### config.mk
export PLATFORM = sky130hd
export DESIGN_NAME = turn_controller_flat
export DESIGN_NICKNAME = d
export VERILOG_FILES = /design/src/rtl/turn_controller_if.sv /design/src/rtl/turn_controller.sv /design/src/flat_wrapper.sv
export SDC_FILE = /design/constraint.sdc
export NUM_CORES = 1
export LEC_CHECK = 0
export BUFFER_PORTS_ARGS = -buffer_cell sky130_fd_sc_hd__buf_4
export CAP_MARGIN = 20
export CELL_PAD_IN_SITES_DETAIL_PLACEMENT = 2
export CELL_PAD_IN_SITES_GLOBAL_PLACEMENT = 2
export CORE_MARGIN = 2
export CORE_UTILIZATION = 34
export DETAILED_ROUTE_END_ITERATION = 6
export MAX_ROUTING_LAYER = met4
export PLACE_DENSITY = 0.74
export SLEW_MARGIN = 10
export SYNTH_ARGS = -nofsm -noshare
export SYNTH_HDL_FRONTEND = slang
export SYNTH_SLANG_ARGS = --single-unit
### constraint.sdc
create_clock -name clock_i -period 1.93 [get_ports clock_i]
set_clock_uncertainty 0.15 [all_clocks]
set_input_delay 0.386 -clock clock_i [delete_from_list [all_inputs] [get_ports clock_i]]
set_output_delay 0.386 -clock clock_i [all_outputs]
set_load 0.03 [all_outputs]
### src/rtl/turn_controller_if.sv
// turn_controller_if: game-control inputs and HUD-facing outputs of the turn sequencer
interface turn_controller_if;
  logic       start;
  logic       pair_valid;
  logic       pair_match;
  logic       pause;
  logic [3:0] p1_score;
  logic [3:0] p2_score;
  logic [3:0] timer;
  logic       player;
  logic [1:0] winner;
  logic       game_over;
  logic       turn_timeout;
  modport master (
    output start, pair_valid, pair_match, pause,
    input  p1_score, p2_score, timer, player, winner, game_over, turn_timeout
  );
  modport slave (
    input  start, pair_valid, pair_match, pause,
    output p1_score, p2_score, timer, player, winner, game_over, turn_timeout
  );
endinterface

### src/rtl/turn_controller.sv
// turn_controller: card-match turn sequencer with scores, per-turn countdown, timeouts and winner
module turn_controller #(
  parameter int TICKS_PER_SEC = 50_000_000,
  parameter int TURN_SECONDS  = 15,
  parameter int TOTAL_PAIRS   = 8
) (
  input logic              clock_i,
  input logic              reset_n_i,
  turn_controller_if.slave bus
);
  typedef enum logic [1:0] {IDLE, PLAY, OVER} state_t;
  localparam int PW = $clog2(TICKS_PER_SEC);
  localparam logic [3:0] TS = 4'(TURN_SECONDS);
  state_t        state_q, state_d;
  logic [PW-1:0] pre_q, pre_d;
  logic [3:0]    p1_q, p1_d, p2_q, p2_d, timer_q, timer_d, pairs_q, pairs_d;
  logic          player_q, player_d, timeout_q, timeout_d;
  logic [1:0]    winner_q, winner_d;
  logic          play, tick, pv, done;
  assign play = state_q == PLAY;
  assign tick = play && !bus.pause && pre_q == PW'(TICKS_PER_SEC - 1);
  assign pv   = play && bus.pair_valid;
  assign done = pv && bus.pair_match && pairs_q + 4'd1 == 4'(TOTAL_PAIRS);
  always_ff @(posedge clock_i or negedge reset_n_i)
    if (!reset_n_i) begin
      state_q   <= IDLE;
      pre_q     <= '0;
      p1_q      <= '0;
      p2_q      <= '0;
      timer_q   <= TS;
      pairs_q   <= '0;
      player_q  <= 1'b0;
      timeout_q <= 1'b0;
      winner_q  <= 2'b00;
    end else begin
      state_q   <= state_d;
      pre_q     <= pre_d;
      p1_q      <= p1_d;
      p2_q      <= p2_d;
      timer_q   <= timer_d;
      pairs_q   <= pairs_d;
      player_q  <= player_d;
      timeout_q <= timeout_d;
      winner_q  <= winner_d;
    end
  always_comb state_d = bus.start ? PLAY : done ? OVER : state_q;
  // a pair event overrides a coincident tick, so the tick branch is only reached without one
  always_comb begin
    pre_d     = pre_q;
    p1_d      = p1_q;
    p2_d      = p2_q;
    timer_d   = timer_q;
    pairs_d   = pairs_q;
    player_d  = player_q;
    timeout_d = 1'b0;
    winner_d  = winner_q;
    if (bus.start) begin
      pre_d    = '0;
      p1_d     = '0;
      p2_d     = '0;
      timer_d  = TS;
      pairs_d  = '0;
      player_d = 1'b0;
      winner_d = 2'b00;
    end else if (pv) begin
      pre_d   = '0;
      timer_d = TS;
      if (bus.pair_match) begin
        p1_d    = !player_q && p1_q != 4'hf ? p1_q + 4'd1 : p1_q;
        p2_d    = player_q && p2_q != 4'hf ? p2_q + 4'd1 : p2_q;
        pairs_d = pairs_q + 4'd1;
      end else
        player_d = !player_q;
      if (done) winner_d = p1_d > p2_d ? 2'b01 : p2_d > p1_d ? 2'b10 : 2'b11;
    end else if (play && !bus.pause) begin
      pre_d = tick ? '0 : pre_q + PW'(1);
      if (tick) begin
        timer_d   = timer_q > 4'd1 ? timer_q - 4'd1 : TS;
        player_d  = timer_q == 4'd1 ? !player_q : player_q;
        timeout_d = timer_q == 4'd1;
      end
    end
  end
  assign bus.p1_score     = p1_q;
  assign bus.p2_score     = p2_q;
  assign bus.timer        = timer_q;
  assign bus.player       = player_q;
  assign bus.winner       = winner_q;
  assign bus.game_over    = state_q == OVER;
  assign bus.turn_timeout = timeout_q;
endmodule

### src/flat_wrapper.sv
// flat-port wrapper written by rule: the top's interface ports become plain ports
module turn_controller_flat 
#(
  parameter int TICKS_PER_SEC = 50_000_000,
  parameter int TURN_SECONDS  = 15,
  parameter int TOTAL_PAIRS   = 8
)
  (clock_i, reset_n_i, bus_start, bus_pair_valid, bus_pair_match, bus_pause, bus_p1_score, bus_p2_score, bus_timer, bus_player, bus_winner, bus_game_over, bus_turn_timeout);
  turn_controller_if bus_i ();
  input logic clock_i;
  input logic reset_n_i;
  input wire logic [$bits(bus_i.start)-1:0] bus_start;
  input wire logic [$bits(bus_i.pair_valid)-1:0] bus_pair_valid;
  input wire logic [$bits(bus_i.pair_match)-1:0] bus_pair_match;
  input wire logic [$bits(bus_i.pause)-1:0] bus_pause;
  output wire logic [$bits(bus_i.p1_score)-1:0] bus_p1_score;
  output wire logic [$bits(bus_i.p2_score)-1:0] bus_p2_score;
  output wire logic [$bits(bus_i.timer)-1:0] bus_timer;
  output wire logic [$bits(bus_i.player)-1:0] bus_player;
  output wire logic [$bits(bus_i.winner)-1:0] bus_winner;
  output wire logic [$bits(bus_i.game_over)-1:0] bus_game_over;
  output wire logic [$bits(bus_i.turn_timeout)-1:0] bus_turn_timeout;
  assign bus_i.start = bus_start;
  assign bus_i.pair_valid = bus_pair_valid;
  assign bus_i.pair_match = bus_pair_match;
  assign bus_i.pause = bus_pause;
  assign bus_p1_score = bus_i.p1_score;
  assign bus_p2_score = bus_i.p2_score;
  assign bus_timer = bus_i.timer;
  assign bus_player = bus_i.player;
  assign bus_winner = bus_i.winner;
  assign bus_game_over = bus_i.game_over;
  assign bus_turn_timeout = bus_i.turn_timeout;
  turn_controller #(.TICKS_PER_SEC(TICKS_PER_SEC), .TURN_SECONDS(TURN_SECONDS), .TOTAL_PAIRS(TOTAL_PAIRS)) u_core (.clock_i(clock_i), .reset_n_i(reset_n_i), .bus(bus_i));
endmodule
Word-level counts from Yosys, hierarchy flattened --
Index checks and enable logic that the tools add are counted.
Word-level totals: input port bits 6, register bits after elaboration 48, output and inout bits 17, word-level logic and storage cells 85
Cells by class: add/subtract/negate cells 5, eq/ne operators 8, reduce and logical (&&, ||, !) cells 19, $lt $le $gt $ge 3, muxes and demuxes 41
Operator list (number):
- two-way mux 26 bit | 4
- two-way mux 4 bit | 20
- adder 26 x 1 -> 26 bit (second input constant) | 1
- equality test 26 bit (second input constant) | 1
- adder 4 x 1 -> 4 bit (second input constant) | 3
- two-way mux 2 bit | 6
- two-way mux 1 bit | 11
- nonzero test 3 bit | 3
- greater-than comparator 4 bit | 2
- inequality test 4 bit (second input constant) | 2
- logical AND 1 bit | 7
- AND reduction 2 bit | 3
- nonzero test 2 bit | 3
- equality test 4 x 1 -> 1 bit (second input constant) | 1
- equality test 4 bit (second input constant) | 1
- greater-than comparator 4 x 1 -> 1 bit (second input constant) | 1
- AND reduction 4 bit | 1
- subtractor 4 x 1 -> 4 bit (second input constant) | 1
- inequality test 3 bit (second input constant) | 1
- equality test 2 x 1 -> 1 bit (second input constant) | 1
- equality test 2 bit (second input constant) | 1
- logical NOT 1 bit | 2

Logic depth before layout (Yosys ltp) --
Gate-level depths: netlist of the first run.
depth after elaboration 12, depth in mapped cells 10, depth with buffers taken out 10

Worst setup path after synthesis of the first run --
No wires, ideal clock.
path type flip-flop to flip-flop, from reg u_core.p1_q[0] (netlist: u_core.bus.p1_score[0]), to reg u_core.winner_q[0] (netlist: u_core.bus.winner[0]), slack -0.451 ns, clock period less this slack 2.381 ns, cell stages (with the launch flop) 10, path buffers 0, data arrival time 2.099 ns, library setup time 0.132 ns, required time 1.648 ns, cell sequence dfrtp_1 > ha_1 > nand3_1 > nand2_1 > mux2_2 > ha_1 > a21oi_1 > o21ai_0 > mux2i_1 > nor2_1
On the way: word-level cells in the longest chain between the ends 12, elaborated cells between the ends (all ways) 14, classes of those cells add/sub: 1; order compare: 2; eq/ne: 1; mux: 9; reduce/logical: 1
RTL lines:
- from (decl) | line turn_controller.sv:16 | logic [3:0] p1_q, p1_d, p2_q, p2_d, timer_q, timer_d, pairs_q, pairs_d;
- from (signal assigned) | line turn_controller.sv:38 | p1_q <= p1_d;
- branches (longest 3 deep; another with adder 4 x 1 -> 4 bit)
- two-way mux 4 bit * | line turn_controller.sv:68 | if (bus.pair_match) begin
- two-way mux 4 bit * | line turn_controller.sv:65 | end else if (pv) begin
- two-way mux 4 bit * | line turn_controller.sv:57 | if (bus.start) begin
- greater-than comparator 4 bit | line turn_controller.sv:74 | if (done) winner_d = p1_d > p2_d ? 2'b01 : p2_d > p1_d ? 2'b10 : 2'b11;
- two-way mux 1 bit | line turn_controller.sv:74
- two-way mux 2 bit * (2 in series) | line turn_controller.sv:74
- two-way mux 2 bit * | line turn_controller.sv:65
- two-way mux 2 bit * | line turn_controller.sv:57
- to (signal assigned) | line turn_controller.sv:44 | winner_q <= winner_d;
- to (decl) | line turn_controller.sv:18 | logic [1:0] winner_q, winner_d;
Every way passes the cells marked *. The select of a mux whose other input is x is not followed. A chain may end at the register's enable or synchronous reset.

Worst setup path in the final report of the first run --
from reg u_core.player_q (netlist: u_core.bus.player), to reg u_core.winner_q[0] (netlist: u_core.bus.winner[0])
On the way: word-level cells in the longest chain between the ends 12, elaborated cells between the ends (all ways) 18, classes of those cells order compare: 2; mux: 13; reduce/logical: 3
RTL lines:
- from (decl) | line turn_controller.sv:17 | logic player_q, player_d, timeout_q, timeout_d;
- from (signal assigned) | line turn_controller.sv:42 | player_q <= player_d;
- logical NOT 1 bit | line turn_controller.sv:69 | p1_d = !player_q && p1_q != 4'hf ? p1_q + 4'd1 : p1_q;
- logical AND 1 bit | line turn_controller.sv:69
- two-way mux 4 bit | line turn_controller.sv:69
- two-way mux 4 bit | line turn_controller.sv:68
- two-way mux 4 bit | line turn_controller.sv:65
- two-way mux 4 bit | line turn_controller.sv:57
- greater-than comparator 4 bit | line turn_controller.sv:74
- two-way mux 1 bit | line turn_controller.sv:74
- two-way mux 2 bit * (2 in series) | line turn_controller.sv:74
- two-way mux 2 bit * | line turn_controller.sv:65
- two-way mux 2 bit * | line turn_controller.sv:57
Mark *: on every way between the ends. The rest lies on a longest branch, timed or not. The select of a mux whose other input is x is not followed.

==> flow_summary.yaml, run 1 <==
clocking:
  cts_made_buffers: 5
  cts.clk_slew.worst_paths_ns: 0.10
  cts_buffer_depth: 2
  htree_levels: 2
  cts_root_buffer: "sky130_fd_sc_hd__clkbuf_8"
  clock_sinks: 48
  cts_tree: "done"
  insertion_delay_ns: 0.31
worst_setup_path:
  delay_contributed_by_the_slowest_stage_of_the_critical_path_ns: 0.45
  critical_path.endpoint_type: "register"
  worstPathArrival_ns: 2.30
  start_kind: "register"
  rr_worst_depth: 8
  critical-path-top-delay-family: "compound AO/OA/AOI/OAI gates"
  worst-setup-path-type: "reg -> reg"
  worst_path_max_delay_cell: "sky130_fd_sc_hd__dfrtp_2"
  reg2reg_from: "u_core.bus.player"
  critical_path.n_buffers_inverters: 1
  critPathMaxFanout: 4
  reg2reg_to: "u_core.bus.winner[0]"
  worstPathRequired_ns: 1.98
  reg_to_reg_setup_timing_slack_ns: -0.33
  critical_path_cell_list: "nand2_1 -> buf_4 -> o31ai_1 -> ha_1 -> nand2_2 -> o21ai_2 -> mux2i_1 -> nor2_1"
pwr:
  p_per_area_nw_per_um2: 509
  leakage_nw: 1.80
  vdd.ir_drop.worst_v: 0.000244
  p_total_w: 0.00220
yosys:
  async_flop_share: 1.00
  ys_seq_elements: 48
  netlist_instances: 301
  synth.cell_area_um2: 2800
  synth_cell_types: 55
  synth_enable_flop_cells: 0
  synth_fp_nets: 318
  ys_dominant_reg_cell: "sky130_fd_sc_hd__dfrtp_1"
  postSynthAreaPerCell_um2: 9.30
  synth.yosys.warnings: 0
  sequential_to_total_area_share_from_yosys_stat: 0.431
floorplan:
  fp.dieH_um: 94.7
  floorplan.die.width_um: 94.7
  initial_utilization: 0.346
  die-area_um2: 8970
  rows: 33
  core_um2: 8090
  boundaryPins: 23
detailed_routing:
  route.layer.met1.wl_um: 5620
  first_pass_iters: 4
  vias_per_cell: 5.70
  drtAntennaViolNets: 0
  wl_met2_um: 6790
  initialDrtViolationCount: 153
  detailroute.via_count: 2903
  wl_met3_um: 439
  detail_route.wl_per_cell_um: 26.1
  remaining_drc_errors: 0
  route.final.wire_length_um: 13300
  maxUsedRoutingLayer: "met4"
place:
  dpl_worst_slack_ns: -0.229
  post-dp-hpwl_um: 6460
  port_buffers: 22
  placed_instance_count: 487
  globalplace.congestion: 0.763
final_layout:
  layout_commonest_cell: "sky130_fd_sc_hd__buf_4"
  most_frequent_cells_in_the_layout: "97 x sky130_fd_sc_hd__buf_4, 39 x sky130_fd_sc_hd__dfrtp_1, 25 x sky130_fd_sc_hd__nand2_1"
  fin_cells: 509
  nets_finish: 420
  antenna_cells: 0
  area.growth.synth_to_final_pct: 54.4
  layout-drive-gt1-share: 0.480
global_routing:
  grt_remaining_overflow: 0
  total_global_route_track_usage: 0.238
  grt_pass1_vias: 3003
  antenna_found_initial: 0
  largest_net_degree_at_the_start_of_global_routing: 49
  grt_first_pass_wirelength_um: 16000
sta:
  fin_hold_ws_ns: 0.371
  tightestPinTransition_ns: 0.670
  maxSlewViolCount: 0
  max_freq_ghz: 0.443
  hold_violations: 0
  min_period_over_period: 1.17
  final.min_clock_period_ns: 2.26
  timing.max_slew.rel_slack: 0.554
  layout_setup_ws_ns: -0.329
  report.final.setup_viol: 32
  rsz0062_at_grt: "true"
status:
  outcome: "complete, but fails checks"
  failed_checks: "setup timing"
worst_hold_path:
  worstHoldEndpoint: "u_core.pre_q[1]"
  hold_path_startpoint: "bus_pause"
  hold-path-cell-count: 5
  hold_path.class: "in -> reg"
run:
  max_cap_viol_count: 0
==> worst max path at each step <==
stage	startpoint	endpoint	cells past startpoint
after floorplan	u_core.state_q[1]	u_core.pre_q[23]	5
after global placement	bus_pause	u_core.pre_q[23]	6
after detailed placement	bus_pause	u_core.pre_q[17]	6
after CTS	u_core.pre_q[4]	u_core.pre_q[23]	5
after global routing	u_core.bus.player	u_core.bus.winner[0]	8
final	u_core.bus.player	u_core.bus.winner[0]	8
==> where the power goes <==
group          switching [W]  internal, W
registers          0.0000204      0.00102
clock network       0.000381     0.000386
logic               0.000230     0.000164
total               0.000631      0.00157
==> metal layers <==
layer,track usage,vias up
met2,0.404,78
met4,0.0423,0
met5,-,-
met1,0.310,1507
li1,-,1280
met3,0.0311,38
==> state kept, by name, summed over array words and instances (netlist names) <==
name and count:
u_core.bus.p2_score 4, u_core.pairs_q 4, u_core.bus.timer 4, u_core.bus.player 1
u_core.bus.turn_timeout 1, u_core.state_q 2, u_core.pre_q 26, u_core.bus.p1_score 4
u_core.bus.winner 2
==> cell families (layout without fill, tap and decap cells) <==
| group | count (synthesis) | after routing | share of synthesized area |
|---|---|---|---|
| fa+ha+maj | 11 | 11 | 0.0492 |
| simple gates | 149 | 149 | 0.287 |
| compound gates | 43 | 43 | 0.101 |
| mux | 5 | 5 | 0.0183 |
| xor+xnor | 28 | 28 | 0.0876 |
| buf+inv | 17 | 120 | 0.0259 |
| flops | 48 | 48 | 0.431 |
==> worst reg2reg max path, stage by stage (launching register included) <==
cell,delay (ns)
sky130_fd_sc_hd__dfrtp_2,0.45
sky130_fd_sc_hd__nand2_1,0.13
sky130_fd_sc_hd__buf_4,0.16
sky130_fd_sc_hd__o31ai_1,0.46
sky130_fd_sc_hd__ha_1,0.37
sky130_fd_sc_hd__nand2_2,0.11
sky130_fd_sc_hd__o21ai_2,0.08
sky130_fd_sc_hd__mux2i_1,0.18
sky130_fd_sc_hd__nor2_1,0.06
==> layout make-up <==
type	instances	area (um2)
Fill cell	828	3770
Clock inverter	2	35.0
Tap cell	105	131
Inverter	6	22.5
Clock buffer	6	72.6
Sequential cell	48	1210
Timing Repair Buffer	106	881
Multi-Input combinational cell	236	1970
==> cells in the mapped netlist, types with 2 or more instances <==
cell type | instances | area share
sky130_fd_sc_hd__nor4b_1 | 2 | 0.0063
sky130_fd_sc_hd__nand3b_1 | 3 | 0.0080
sky130_fd_sc_hd__o21bai_1 | 2 | 0.0054
sky130_fd_sc_hd__dfrtp_1 | 44 | 0.39
sky130_fd_sc_hd__a31o_2 | 3 | 0.0094
sky130_fd_sc_hd__o311ai_0 | 2 | 0.0063
sky130_fd_sc_hd__or4_1 | 3 | 0.0080
sky130_fd_sc_hd__or3_1 | 3 | 0.0067
sky130_fd_sc_hd__mux2i_1 | 4 | 0.014
sky130_fd_sc_hd__nand2b_1 | 2 | 0.0045
sky130_fd_sc_hd__nand2_1 | 28 | 0.038
sky130_fd_sc_hd__nand4_1 | 9 | 0.020
sky130_fd_sc_hd__xor2_1 | 9 | 0.028
sky130_fd_sc_hd__dfstp_2 | 4 | 0.038
sky130_fd_sc_hd__ha_1 | 11 | 0.049
sky130_fd_sc_hd__clkbuf_1 | 9 | 0.012
sky130_fd_sc_hd__nor2b_1 | 3 | 0.0067
sky130_fd_sc_hd__nand3_1 | 14 | 0.025
sky130_fd_sc_hd__and3_1 | 3 | 0.0067
sky130_fd_sc_hd__and4_2 | 2 | 0.0072
sky130_fd_sc_hd__o21ai_0 | 6 | 0.011
sky130_fd_sc_hd__nor3_1 | 11 | 0.020
sky130_fd_sc_hd__a21oi_1 | 17 | 0.030
sky130_fd_sc_hd__nor2_1 | 40 | 0.054
sky130_fd_sc_hd__xnor2_1 | 19 | 0.059
sky130_fd_sc_hd__a31oi_1 | 2 | 0.0045
sky130_fd_sc_hd__inv_1 | 6 | 0.0080
sky130_fd_sc_hd__o31ai_1 | 3 | 0.0080
sky130_fd_sc_hd__nor4_1 | 10 | 0.022
sky130_fd_sc_hd__a21bo_2 | 2 | 0.0072
==> per-stage QoR <==
step | cell area, um2 | util | setup TNS [ns]
final | 4320 | 0.534 | -3.01
after global routing | 4320 | 0.534 | -5.75
after CTS | 3970 | 0.491 | -0.639
after detailed placement | 3670 | 0.454 | -2.91
after global placement | 3670 | 0.454 | -1.55
after floorplan | 2890 | - | -1.32
==> timing repair <==
item / in CTS / in global routing
setup endpoints to repair: 28 / 32
resized for setup: 25 / 60
hold buffers: 1 / 0
pin swaps: 14 / 32
setup buffers: 7 / 3
cloned: 1 / 2
hold endpoints to repair: 44 / 0
No activity file was read; power rests on OpenSTA's default activity.
==> run 2, diff against run 1 <==
--- a/config.mk
+++ b/config.mk
@@ -5,12 +5,13 @@
 export SDC_FILE = /design/constraint.sdc
 export NUM_CORES = 1
 export LEC_CHECK = 0
+export ABC_AREA = 1
 export BUFFER_PORTS_ARGS = -buffer_cell sky130_fd_sc_hd__buf_4
 export CAP_MARGIN = 20
 export CELL_PAD_IN_SITES_DETAIL_PLACEMENT = 2
 export CELL_PAD_IN_SITES_GLOBAL_PLACEMENT = 2
 export CORE_MARGIN = 2
-export CORE_UTILIZATION = 34
+export CORE_UTILIZATION = 31
 export DETAILED_ROUTE_END_ITERATION = 6
 export MAX_ROUTING_LAYER = met4
 export PLACE_DENSITY = 0.74
==> flow_summary.yaml, run 2 <==
pwr:
  p_total_w: 0.00239
  vdd.ir_drop.worst_v: 0.000367
  power_frac_clock: 0.333
  power.share.switching: 0.307
  p_int_w: 0.00166
  power_switching_w: 0.000735
  power.share.combinational: 0.208
  p_per_area_nw_per_um2: 608
  power.share.sequential: 0.459
  leakage_nw: 1.92
yosys:
  synth.cell_area_um2: 3000
  synth.yosys.warnings: 0
  post-synth-top-area-cell: "sky130_fd_sc_hd__dfrtp_1"
  yosys.area.top_type_share: 0.367
  netlist_instances: 422
  postSynthAreaPerCell_um2: 7.10
  sequential_to_total_area_share_from_yosys_stat: 0.402
  most_common_cell_in_the_netlist: "sky130_fd_sc_hd__nand2_1"
  ys_dominant_reg_cell: "sky130_fd_sc_hd__dfrtp_1"
  async_flop_share: 1.00
  synth_fp_nets: 439
  synth_common_cells: "117 x sky130_fd_sc_hd__nand2_1, 62 x sky130_fd_sc_hd__nor2_1, 58 x sky130_fd_sc_hd__inv_1"
  synth_enable_flop_cells: 0
  ys_top_cells_by_area: "sky130_fd_sc_hd__dfrtp_1 37%, sky130_fd_sc_hd__nand2_1 15%, sky130_fd_sc_hd__nor2_1 7.8%"
  synth_cell_types: 32
  ys_seq_elements: 48
detailed_routing:
  first_pass_iters: 4
  vias_per_cell: 4.88
  route.final.wire_length_um: 10400
  initialDrtViolationCount: 63
  remaining_drc_errors: 0
  detailroute.via_count: 3048
  drtAntennaViolNets: 0
  detail_route.wl_per_cell_um: 16.6
sta:
  maxSlewViolCount: 0
  min_period_over_period: 1.11
  final.min_clock_period_ns: 2.15
  max_freq_ghz: 0.466
  report.final.setup_viol: 2
  tightestPinTransition_ns: 0.473
  hold_violations: 0
  rsz0062_at_grt: "true"
  timing.max_slew.rel_slack: 0.681
  layout_setup_ws_ns: -0.216
final_layout:
  area.growth.synth_to_final_pct: 31.2
  final_design_area_no_fill_um2: 3930
  fin_cells: 624
  max_flop_register: "u_core.pre_q"
  most_frequent_cells_in_the_layout: "112 x sky130_fd_sc_hd__nand2_1, 65 x sky130_fd_sc_hd__buf_4, 59 x sky130_fd_sc_hd__nor2_1"
  nets_finish: 511
  layout_commonest_cell: "sky130_fd_sc_hd__nand2_1"
  largest_register_ff_count: 26
  antenna_cells: 0
  layout-drive-gt1-share: 0.255
global_routing:
  total_global_route_track_usage: 0.219
  antenna_found_initial: 0
  grt_first_pass_wirelength_um: 17000
  grt_pass1_vias: 3384
  grt_remaining_overflow: 0
  largest_net_degree_at_the_start_of_global_routing: 29
worst_setup_path:
  rr_worst_depth: 12
  critPathMaxFanout: 5
  worstPathArrival_ns: 2.22
  worst_path_max_delay_cell: "sky130_fd_sc_hd__dfrtp_2"
  worstPathRequired_ns: 2.00
  start_kind: "register"
  critical_path.endpoint_type: "register"
  path_common_cell: "sky130_fd_sc_hd__nand2_1"
  worst-setup-path-type: "reg -> reg"
  delay_contributed_by_the_slowest_stage_of_the_critical_path_ns: 0.44
  critical_path_cell_list: "ha_4 -> nand3_2 -> nand2_4 -> or2_4 -> xor2_2 -> inv_2 -> ha_4 -> o211ai_1 -> nand2_1 -> nand2_1 -> nand2_1 -> nand2_1"
clocking:
  cts.clk_slew.worst_paths_ns: 0.10
  cts_root_buffer: "sky130_fd_sc_hd__clkbuf_8"
  clock_sinks: 48
  cts_made_buffers: 5
  cts_tree: "done"
  insertion_delay_ns: 0.33
  cts_buffer_depth: 2
  htree_levels: 2
floorplan:
  die-area_um2: 10500
  floorplan.die.width_um: 102
  core_um2: 9330
  boundaryPins: 23
  rows: 35
  initial_utilization: 0.321
  fp.dieH_um: 102
run:
  max_cap_viol_count: 0
place:
  post-dp-hpwl_um: 7930
  dpl-instance-area_um2: 3660
  placed_instance_count: 609
  globalplace.congestion: 0.868
  port_buffers: 22
status:
  outcome: "complete, but fails checks"
  failed_checks: "setup timing"
worst_hold_path:
  hold-path-cell-count: 2
  hold_path.class: "in -> reg"
## run 2: changes by cell type after synthesis, sizes merged, moves of 5 or more
cell,change
o21ai,+11
clkbuf,-9
a21oi,-7
xnor2,-18
o22ai,+5
nor2,+30
nand2,+91
inv,+55
nand3,+23
nor4,-9
nor3,-6
## run 2: worst max-delay path: cells and delay by family (launching register included)
family,cells,cell delay (ns)
DFF,1,0.44
AOI/OAI and AO/OA,1,0.09
buffers and inverters,1,0.06
xor gates and xnor gates,1,0.17
and+or+nand+nor,7,0.67
adders and majority gates,2,0.46
## run 2: power groups by stage
stage | logic, W | clock network [W] | registers [W]
2_1_floorplan | 0.000188 | 0 | 0.00115
3_3_place_gp | 0.000430 | 0 | 0.00111
3_5_place_dp | 0.000463 | 0 | 0.00111
4_1_cts | 0.000481 | 0.000827 | 0.00110
5_1_grt | 0.000548 | 0.000863 | 0.00111
6_report | 0.000498 | 0.000798 | 0.00110
## run 2: per-layer routing
layer  wire [um]  global-route usage  vias to the layer above  share of wire
met1        4560               0.258                     1520           0.44
met4         160              0.0533                        0          0.015
met2        5380               0.392                       32           0.52
met5           0                   -                        -              0
met3         262              0.0328                       13          0.025
li1            -                   -                     1483              -
## run 2: through the flow
step                setup TNS, ns  utilization  hold WS [ns]  setup WS [ns]
floorplan                  -0.370            -       -0.0596         -0.193
global placement           -0.494        0.392         0.204         -0.262
CTS                        -0.371        0.409         0.102         -0.195
global route               -0.711        0.422         0.101         -0.339
finish                     -0.390        0.422         0.106         -0.216
detailed placement         -0.885        0.392         0.199         -0.414
## run 2: logic make-up after synthesis
group	share of synthesized area
buffers and inverters	0.0868
and+or+nand+nor	0.365
AOI/OAI and AO/OA	0.0651
adders and majority gates	0.0459
xor gates and xnor gates	0.0351
DFF	0.402
## run 2: cell type report
cell class                 count  area (um2)
fill                        1126        5400
multi-input combinational    309        1660
sequential                    48        1210
timing repair buffer          69         558
inverter                      61         229
tap                          129         161
clock buffer                   5        68.8
clock inverter                 3        47.5
## run 2: path summary, 6_finish.rpt
kind	slack (ns)	to	from
max	-0.22	u_core.bus.winner[1]	u_core.bus.p1_score[1]
min	0.11	u_core.state_q[1]	bus_start
max reg2reg	-0.22	u_core.bus.winner[1]	u_core.bus.p1_score[1]
min reg2reg	0.34	u_core.bus.timer[2]	u_core.bus.timer[2]
max in group asynchronous	0.80	u_core.pre_q[3]	reset_n_i
min in group asynchronous	0.40	u_core.bus.player	reset_n_i
## run 2: what timing repair did
| item | 4_1_cts | 5_1_grt |
|---|---|---|
| buffers inserted | 0 | 6 |
| hold buffers | 1 | 0 |
| endpoints found under the hold margin | 22 | 0 |
| gates resized for setup | 12 | 15 |
| endpoints found under the setup margin | 3 | 22 |
| pin swaps | 3 | 6 |
==> run 3, diff against run 2 <==
--- a/config.mk
+++ b/config.mk
@@ -13,6 +13,7 @@
 export CORE_MARGIN = 2
 export CORE_UTILIZATION = 31
 export DETAILED_ROUTE_END_ITERATION = 6
+export HOLD_SLACK_MARGIN = 0.03
 export MAX_ROUTING_LAYER = met4
 export PLACE_DENSITY = 0.74
 export SLEW_MARGIN = 10
==> constraint.sdc (replaced) <==
create_clock -name clock_i -period 1.75 [get_ports clock_i]
set_clock_uncertainty 0.15 [all_clocks]
set_input_delay 0.35 -clock clock_i [delete_from_list [all_inputs] [get_ports clock_i]]
set_output_delay 0.35 -clock clock_i [all_outputs]
set_load 0.03 [all_outputs]
==> flow_summary.yaml, run 3 (same netlist as run 2, synthesis figures left out) <==
status:
  outcome: "complete, but fails checks"
  failed_checks: "setup timing"
global_routing:
  grt_first_pass_wirelength_um: 18200
  largest_net_degree_at_the_start_of_global_routing: 27
  antenna_found_initial: 0
  total_global_route_track_usage: 0.234
  grt_remaining_overflow: 0
  grt_pass1_vias: 3581
floorplan:
  initial_utilization: 0.321
  boundaryPins: 23
  floorplan.die.width_um: 102
  rows: 35
  die-area_um2: 10500
  fp.dieH_um: 102
  core_um2: 9330
sta:
  tightestPinTransition_ns: 0.547
  maxSlewViolCount: 0
  min_period_over_period: 1.25
  layout_setup_ws_ns: -0.441
  setup-tns-final_ns: -1.49
  timing.max_slew.rel_slack: 0.632
  report.final.setup_viol: 27
  rsz0062_at_grt: "true"
  max_freq_ghz: 0.456
  final.min_clock_period_ns: 2.19
  hold_violations: 0
detailed_routing:
  first_pass_iters: 4
  vias_per_cell: 5.06
  initialDrtViolationCount: 86
  detailroute.via_count: 3281
  route.final.wire_length_um: 13300
  remaining_drc_errors: 0
  detail_route.wl_per_cell_um: 20.5
  drtAntennaViolNets: 0
worst_setup_path:
  reg2reg_from: "u_core.bus.p1_score[1]"
  reg2reg_to: "u_core.bus.winner[1]"
  critical_path.endpoint_type: "register"
  worstPathArrival_ns: 2.27
  critPathMaxFanout: 5
  start_kind: "register"
  reg_to_reg_setup_timing_slack_ns: -0.44
  worstPathRequired_ns: 1.82
  worst_setup_path_startpoint: "u_core.bus.p1_score[1]"
  worst-setup-path-type: "reg -> reg"
  rr_worst_depth: 12
pwr:
  leakage_nw: 2.11
  p_int_w: 0.00178
  vdd.ir_drop.worst_v: 0.000424
  power.share.sequential: 0.453
  power.share.switching: 0.335
  p_per_area_nw_per_um2: 593
  power_switching_w: 0.000895
  power.share.combinational: 0.267
  power_frac_clock: 0.280
final_layout:
  fillerInstances: 1074
  final_core_util: 0.483
  area.growth.synth_to_final_pct: 50.4
  multi_input_comb_area_um2: 2020
  final-seq-area_um2: 1220
  antenna_cells: 0
  largest_register_ff_count: 26
  max_flop_register: "u_core.pre_q"
  fin_cells: 648
  layout-drive-gt1-share: 0.403
  layout_commonest_cell: "sky130_fd_sc_hd__nand2_1"
  most_frequent_cells_in_the_layout: "97 x sky130_fd_sc_hd__nand2_1, 84 x sky130_fd_sc_hd__buf_4, 53 x sky130_fd_sc_hd__inv_1"
  nets_finish: 535
clocking:
  cts_root_buffer: "sky130_fd_sc_hd__clkbuf_8"
  clock_sinks: 48
  cts_tree: "done"
  cts_made_buffers: 5
  cts_buffer_depth: 2
  cts.clk_slew.worst_paths_ns: 0.10
  insertion_delay_ns: 0.32
  htree_levels: 2
place:
  placed_instance_count: 621
  post-dp-hpwl_um: 8330
  port_buffers: 22
  globalplace.congestion: 0.868
run:
  max_cap_viol_count: 0
worst_hold_path:
  hold_path_startpoint: "bus_start"
  hold_path.class: "in -> reg"
  hold-path-cell-count: 3
  worstHoldEndpoint: "u_core.state_q[1]"
run 3: area by class of cell:
cell class | instances | area share
multi-input cells | 309 | 0.449
inverters | 61 | 0.0508
clock inverters | 2 | 0.00333
flip-flops and latches | 48 | 0.270
well taps | 129 | 0.0358
repair buffers | 93 | 0.173
clock buffers | 6 | 0.0183
run 3: worst max-delay path: stages, from the launching register on:
cell and delay, ns:
sky130_fd_sc_hd__dfrtp_2 0.46, sky130_fd_sc_hd__ha_4 0.19, sky130_fd_sc_hd__nand3_4 0.08, sky130_fd_sc_hd__nand2_4 0.07, sky130_fd_sc_hd__or2_4 0.27, sky130_fd_sc_hd__xor2_4 0.15
sky130_fd_sc_hd__inv_2 0.06, sky130_fd_sc_hd__ha_4 0.28, sky130_fd_sc_hd__o211ai_1 0.10, sky130_fd_sc_hd__nand2_1 0.11, sky130_fd_sc_hd__nand2_1 0.06, sky130_fd_sc_hd__nand2_1 0.06
sky130_fd_sc_hd__nand2_1 0.05
run 3: power by group through the flow:
stage	sequential (W)	clock [W]	combinational, W
floorplan	0.00127	0	0.000207
global placement	0.00122	0	0.000514
detailed placement	0.00122	0	0.000552
CTS	0.00120	0.000777	0.000593
global route	0.00122	0.000812	0.000770
finish	0.00121	0.000749	0.000713
run 3: worst max-delay path by stage:
stage / endpoint / slack (ns) / cells after the start
finish: u_core.bus.winner[1] / -0.44 / 12
global route: u_core.bus.winner[1] / -0.57 / 14
CTS: u_core.bus.winner[1] / -0.37 / 13
detailed placement: u_core.bus.winner[0] / -0.52 / 13
global placement: u_core.bus.winner[1] / -0.41 / 13
floorplan: u_core.bus.winner[1] / -0.37 / 12
run 3: metrics by stage:
step                      power (W)  worst slack, ns  cell area (um2)  hold WS (ns)
after detailed placement    0.00177           -0.524             3770         0.152
after CTS                   0.00257           -0.366             4050         0.164
after floorplan             0.00148           -0.373             3040       -0.0956
final                       0.00267           -0.441             4510         0.164
after global placement      0.00173           -0.410             3770         0.150
after global routing        0.00280           -0.567             4510         0.159
run 3: timing repair:
item / CTS / global route
buffers inserted: 9 / 9
gates cloned: 0 / 1
endpoints found under the setup margin: 31 / 33
hold buffers: 1 / 0
pin swaps: 10 / 39
hold endpoints to repair: 21 / 0
resized for setup: 30 / 94
run 3: layer usage:
layer,part of all wire,global-route usage
met2,0.55,0.430
met4,0.019,0.0338
met1,0.41,0.278
met5,0,-
met3,0.020,0.0308
